--- src/rtl/cache_pkg.sv ---
// Shared geometry, tag-field positions and FSM/owner encodings for the dcache
// flush sequencer and its memory-port arbiter.
package cache_pkg;

    localparam int NUM_SETS  = 16;
    localparam int NUM_WAYS  = 2;
    localparam int LINE_W    = 256;
    localparam int TAG_W     = 25;
    localparam int ADDR_W    = 32;
    localparam int IDX_W     = $clog2(NUM_SETS);
    localparam int WAY_W     = $clog2(NUM_WAYS);
    localparam int CNT_W     = WAY_W + IDX_W;
    localparam int VALID_BIT = 24;
    localparam int DIRTY_BIT = 23;
    localparam int ATAG_W    = 23;
    localparam int OFFSET_W  = 5;

    typedef enum logic [2:0] {
        ST_IDLE,
        ST_WAIT_BUS,
        ST_CHECK,
        ST_WB,
        ST_CLEAN,
        ST_DONE
    } flush_state_e;

    typedef enum logic {
        OWN_DCACHE,
        OWN_FLUSH
    } owner_e;

    // Line base address rebuilt from the stored address tag and the set index.
    function automatic logic [ADDR_W-1:0] wb_addr(input logic [TAG_W-1:0] tag,
                                                  input logic [IDX_W-1:0] idx);
        return {tag[ATAG_W-1:0], idx, {OFFSET_W{1'b0}}};
    endfunction

endpackage

--- src/rtl/mem_port_mux.sv ---
// Owns the single Data_Memory port: an owner register plus the request mux
// and ack steering between the dcache controller and the flush write-backs.
module mem_port_mux
    import cache_pkg::*;
(
    input  logic              clk_i,
    input  logic              rst_i,
    input  logic              acquire,
    input  logic              release_bus,
    output logic              dc_idle,
    input  logic              flush_enable,
    input  logic [ADDR_W-1:0] flush_addr,
    input  logic [LINE_W-1:0] flush_data,
    input  logic              dc_mem_enable_i,
    input  logic              dc_mem_write_i,
    input  logic [ADDR_W-1:0] dc_mem_addr_i,
    input  logic [LINE_W-1:0] dc_mem_data_i,
    output logic              dc_mem_ack_o,
    output logic [LINE_W-1:0] dc_mem_data_o,
    output logic              mem_enable_o,
    output logic              mem_write_o,
    output logic [ADDR_W-1:0] mem_addr_o,
    output logic [LINE_W-1:0] mem_data_o,
    input  logic              mem_ack_i,
    input  logic [LINE_W-1:0] mem_data_i
);

    owner_e owner_q;

    // The ack cycle is the last cycle of a dcache transaction, so the port can
    // change hands at the edge that ends it.
    assign dc_idle       = !dc_mem_enable_i || mem_ack_i;
    assign dc_mem_data_o = mem_data_i;

    always_ff @(posedge clk_i or posedge rst_i) begin
        if (rst_i) begin
            owner_q <= OWN_DCACHE;
        end else if (release_bus) begin
            owner_q <= OWN_DCACHE;
        end else if (acquire && dc_idle) begin
            owner_q <= OWN_FLUSH;
        end
    end

    always_comb begin
        mem_enable_o = dc_mem_enable_i;
        mem_write_o  = dc_mem_write_i;
        mem_addr_o   = dc_mem_addr_i;
        mem_data_o   = dc_mem_data_i;
        dc_mem_ack_o = mem_ack_i;
        if (owner_q == OWN_FLUSH) begin
            mem_enable_o = flush_enable;
            mem_write_o  = 1'b1;
            mem_addr_o   = flush_addr;
            mem_data_o   = flush_data;
            dc_mem_ack_o = 1'b0;
        end
    end

endmodule

--- src/rtl/dcache_flush_arbiter.sv ---
// Write-back flush sequencer: walks all {way, idx} entries, writes each
// valid+dirty line to Data_Memory and clears its dirty bit while stalling the CPU.
module dcache_flush_arbiter
    import cache_pkg::*;
(
    input  logic              clk_i,
    input  logic              rst_i,
    input  logic              flush_req_i,
    output logic              flush_busy_o,
    output logic              flush_done_o,
    output logic              cpu_stall_o,
    output logic [IDX_W-1:0]  sram_idx_o,
    output logic              sram_way_o,
    input  logic [TAG_W-1:0]  sram_tag_i,
    input  logic [LINE_W-1:0] sram_data_i,
    output logic              sram_wr_o,
    output logic [TAG_W-1:0]  sram_tag_o,
    input  logic              dc_mem_enable_i,
    input  logic              dc_mem_write_i,
    input  logic [ADDR_W-1:0] dc_mem_addr_i,
    input  logic [LINE_W-1:0] dc_mem_data_i,
    output logic              dc_mem_ack_o,
    output logic [LINE_W-1:0] dc_mem_data_o,
    output logic              mem_enable_o,
    output logic              mem_write_o,
    output logic [ADDR_W-1:0] mem_addr_o,
    output logic [LINE_W-1:0] mem_data_o,
    input  logic              mem_ack_i,
    input  logic [LINE_W-1:0] mem_data_i
);

    flush_state_e      state_q, state_d;
    logic [CNT_W-1:0]  cnt_q;
    logic [TAG_W-1:0]  tag_q;
    logic [LINE_W-1:0] buf_q;
    logic              hit;
    logic              last;
    logic              walking;
    logic              dc_idle;
    logic              acquire;
    logic              release_bus;

    assign hit  = sram_tag_i[VALID_BIT] && sram_tag_i[DIRTY_BIT];
    assign last = (cnt_q == {CNT_W{1'b1}});

    always_ff @(posedge clk_i or posedge rst_i) begin
        if (rst_i) begin
            state_q <= ST_IDLE;
        end else begin
            state_q <= state_d;
        end
    end

    // The counter advances on leaving an entry (clean CHECK or CLEAN), so the
    // wrap from 31 back to 0 leaves it ready for the next flush.
    always_ff @(posedge clk_i or posedge rst_i) begin
        if (rst_i) begin
            cnt_q <= '0;
            tag_q <= '0;
            buf_q <= '0;
        end else begin
            case (state_q)
                ST_CHECK: begin
                    if (hit) begin
                        tag_q <= sram_tag_i;
                        buf_q <= sram_data_i;
                    end else begin
                        cnt_q <= cnt_q + 1'b1;
                    end
                end
                ST_CLEAN: cnt_q <= cnt_q + 1'b1;
                default: ;
            endcase
        end
    end

    always_comb begin
        state_d = state_q;
        case (state_q)
            ST_IDLE: begin
                if (flush_req_i) begin
                    state_d = dc_idle ? ST_CHECK : ST_WAIT_BUS;
                end
            end
            ST_WAIT_BUS: begin
                if (dc_idle) state_d = ST_CHECK;
            end
            ST_CHECK: begin
                if (hit)       state_d = ST_WB;
                else if (last) state_d = ST_DONE;
            end
            ST_WB: begin
                if (mem_ack_i) state_d = ST_CLEAN;
            end
            ST_CLEAN: state_d = last ? ST_DONE : ST_CHECK;
            ST_DONE:  state_d = ST_IDLE;
            default:  state_d = ST_IDLE;
        endcase
    end

    always_comb begin
        walking      = (state_q == ST_CHECK) || (state_q == ST_WB) || (state_q == ST_CLEAN);
        flush_busy_o = (state_q != ST_IDLE);
        cpu_stall_o  = flush_busy_o;
        flush_done_o = (state_q == ST_DONE);
        sram_wr_o    = (state_q == ST_CLEAN);
        sram_idx_o   = walking ? cnt_q[IDX_W-1:0] : '0;
        sram_way_o   = walking ? cnt_q[CNT_W-1] : 1'b0;
        sram_tag_o   = '0;
        if (state_q == ST_CLEAN) begin
            sram_tag_o            = tag_q;
            sram_tag_o[DIRTY_BIT] = 1'b0;
        end
        acquire     = ((state_q == ST_IDLE) && flush_req_i) || (state_q == ST_WAIT_BUS);
        release_bus = (state_q == ST_DONE);
    end

    mem_port_mux u_mux (
        .clk_i           (clk_i),
        .rst_i           (rst_i),
        .acquire         (acquire),
        .release_bus     (release_bus),
        .dc_idle         (dc_idle),
        .flush_enable    (state_q == ST_WB),
        .flush_addr      (wb_addr(tag_q, cnt_q[IDX_W-1:0])),
        .flush_data      (buf_q),
        .dc_mem_enable_i (dc_mem_enable_i),
        .dc_mem_write_i  (dc_mem_write_i),
        .dc_mem_addr_i   (dc_mem_addr_i),
        .dc_mem_data_i   (dc_mem_data_i),
        .dc_mem_ack_o    (dc_mem_ack_o),
        .dc_mem_data_o   (dc_mem_data_o),
        .mem_enable_o    (mem_enable_o),
        .mem_write_o     (mem_write_o),
        .mem_addr_o      (mem_addr_o),
        .mem_data_o      (mem_data_o),
        .mem_ack_i       (mem_ack_i),
        .mem_data_i      (mem_data_i)
    );

endmodule

--- config.mk ---
export PLATFORM = sky130hd
export DESIGN_NAME = dcache_flush_arbiter
export DESIGN_NICKNAME = d
export VERILOG_FILES = /design/src/rtl/cache_pkg.sv /design/src/rtl/mem_port_mux.sv /design/src/rtl/dcache_flush_arbiter.sv
export SDC_FILE = /design/constraint.sdc
export NUM_CORES = 1
export LEC_CHECK = 0
export ABC_AREA = 0
export CORE_AREA = 2 2 546 548
export DETAILED_ROUTE_END_ITERATION = 8
export DIE_AREA = 0 0 548 550
export GPL_ROUTABILITY_DRIVEN = 1
export PLACE_DENSITY = 0.3
export SLEW_MARGIN = 10
export SYNTH_ARGS = -nofsm -noshare
export SYNTH_HDL_FRONTEND = slang
export SYNTH_SLANG_ARGS = --single-unit
--- constraint.sdc ---
create_clock -name clk_i -period 19.7 [get_ports clk_i]
set_input_delay 3.94 -clock clk_i [delete_from_list [all_inputs] [get_ports clk_i]]
set_output_delay 3.94 -clock clk_i [all_outputs]
set_load 0.03 [all_outputs]
==> qor.yml <==
hp-class: "reg2reg"
cts_buffers: 46
start_util_pct: 5.581
final_max_slew_viol_count: 0
cp.required_ps: 15760
powerDensity_mw_per_mm2: 155.0
ys.flop_type: "dfrtp_1"
die_x_um: 548
syn_nets: 2101
io_pins: 1412
critPathKind: "in2out"
relSlewSlack_pct: 27.79
cp-start-kind: "primary input"
r2r_start: "state_q[1]"
p_sw_uw: 2031
ys_seq_area_share_pct: 43.84
clkLatencyLatePin_ps: 650
clockBufferDepth: 3
leakage_uw: 0.01049
core_region_area_sq_mm: 0.2955
synth_area_sq_mm: 0.01649
syn_inst: 1268
final_common_cell: "clkdlybuf4s50_1"
path_clk_slew_ps: 60
antenna_left: 0
cts_tree: "built"
synth_top_area_cell: "dfrtp_1"
multiInputGateArea_sq_mm: 0.006887
fin_util_pct: 10.10
post_cts_buffers: 0
overflow: 0
grt_pass1_wl_um: 165700
track_usage_pct: 8.590
maxCapViolations: 0
dp_slack_ps: 9338
intPower_uw: 2598
grt_max_degree: 99
hold_violations: 0
place_area_sq_mm: 0.02821
synth.top_cell.area_share_pct: 43.84
crit_fanout: 3
grt_pass1_vias: 14280
die_y_um: 550
fin_setup_tns_ps: 0
worst_slew_pin_slew_ps: 1083
crit_end: "mem_enable_o"
arrival_ps: 6220
fillers: 33870
synth_area_leaders: "dfrtp_1 44%, mux2_2 32%, buf_4 12%"
p_sw_share_pct: 43.88
dp_hpwl_um: 114100
hold_slack_ps: 472.8
finalWirelength_um: 133800
wl_per_cell_um: 22.64
synth_cell_types: 33
viasPerCell: 2.220
area_delta_synth_final_pct: 81.04
placement_rows: 200
postSynthAreaPerCell_sq_um: 13.01
hold_buffers: 0
power_frac_seq_pct: 25.1
ir_drop_v: 0.00008189
final_layout_size_suffix_gt1_share_pct: 29.65
rrSetupSlack_ps: 15420
setup_slack_ps: 9543
p_comb_share_pct: 55.9
cts_root_buffer: "clkbuf_16"
rr_endpoint: "buf_q[131]"
drt_iter0_drc: 483
timing.fmax_ghz: 0.09846
period_share_pct: 51.56
layout_common_cells: "898 x clkdlybuf4s50_1, 476 x mux2_2, 288 x dfrtp_1, 89 x mux2_1, 46 x clkbuf_16"
fin_nets: 2735
cts_max_level: 2
port_buffers: 898
rsz0062_at_grt: "false"
synth-edff-count: 0
stdcell_area_sq_mm: 0.02986
cts.repair.resized: 0
synth-async-reset-ratio_pct: 100.0
crit_path_start: "dc_mem_enable_i"
dieArea_sq_mm: 0.3014
critPathCaptureType: "primary output"
setup_viol: 0
skew_ps: 15.95
drc: 0
gp_congestion: 0.7805
antenna_found_initial: 122
clkPwrFrac_pct: 19.0
drt-pass1-iter-count: 4
worst-r2r-cell-count: 7
layout.area.seq_sq_mm: 0.007236
ys_ff_latch: 289
clkSinkCount: 289
status: "finished clean"
ys_warn_count: 0
num_vias: 13130
fin_crit_ps: 10160
worst max-delay path, cell delays in order:
cell and delay [ps]:
clkdlybuf4s50_1 550, inv_1 80, o21ai_0 760, clkdlybuf4s50_1 870
cell families after synthesis:
logic type	count (synthesis)	share of synthesized area (%)
mux	566	38.63
buf+inv	334	14.46
flops	289	43.84
simple gates	60	2.200
compound gates	13	0.5311
xor+xnor	3	0.1593
fa+ha+maj	2	0.1517
other cells	1	0.02273
power by group through the flow:
stage          Sequential (uW)  Clock (uW)  Combinational [uW]
2_1_floorplan              997           0                1600
3_3_place_gp              1180           0                2640
4_1_cts                   1170         946                2660
3_5_place_dp              1180           0                2640
5_1_grt                   1210         957                2740
6_report                  1160         880                2590
through the flow:
stage,std cells,total power [uW]
after CTS,5878,4777
after global placement,5793,3823
after detailed placement,5793,3817
final,5913,4628
after floorplan,1268,2599
after global routing,5880,4905
how the worst min path moves through the flow:
stage | slack [ps] | cells after the start | end | startpoint
6_report | 470 | 1 | tag_q[24] | tag_q[24]
5_1_grt | 500 | 1 | buf_q[159] | buf_q[159]
4_1_cts | 480 | 1 | tag_q[24] | tag_q[24]
3_5_place_dp | 460 | 1 | tag_q[24] | tag_q[24]
3_3_place_gp | 450 | 1 | tag_q[24] | tag_q[24]
2_1_floorplan | 430 | 1 | tag_q[24] | tag_q[24]
metal layers:
layer | vias up | track usage (%) | routed length, um | part of all wire (%)
li1 | 5524 | - | - | -
met1 | 6211 | 9.059 | 49280 | 37
met2 | 973 | 12.28 | 53830 | 40
met3 | 371 | 6.502 | 22250 | 17
met4 | 50 | 4.652 | 8143 | 6.1
met5 | - | 0 | 344 | 0.26
flip-flops by register name, indices dropped and copies added, names as in the netlist:
signal	flops
buf_q	256
cnt_q	5
state_q	3
tag_q	24
u_mux.owner_q	1
Yosys cell counts (2+ instances only):
| library cell | count |
|---|---|
| xor2_1 | 3 |
| buf_2 | 37 |
| nand2_1 | 2 |
| buf_6 | 10 |
| inv_1 | 4 |
| nor2b_1 | 13 |
| and2_1 | 2 |
| or2_2 | 2 |
| or3_1 | 2 |
| buf_4 | 269 |
| and3_1 | 25 |
| o21ai_0 | 4 |
| dfrtp_1 | 289 |
| a21oi_1 | 2 |
| nor2_1 | 7 |
| mux2_2 | 476 |
| mux2_1 | 89 |
| nand3_1 | 2 |
| ha_1 | 2 |
| clkbuf_1 | 14 |
| nor3_1 | 2 |
final cells by class:
type / instances / share of cell area [%]
Antenna cell: 35 / 0.2933
Clock buffer: 72 / 4.684
Clock inverter: 13 / 0.5531
Inverter: 4 / 0.07542
Multi-Input combinational cell: 645 / 23.06
Sequential cell: 289 / 24.23
Tap cell: 3939 / 16.50
Timing Repair Buffer: 916 / 30.60
Power figures use the tool's default switching activity.
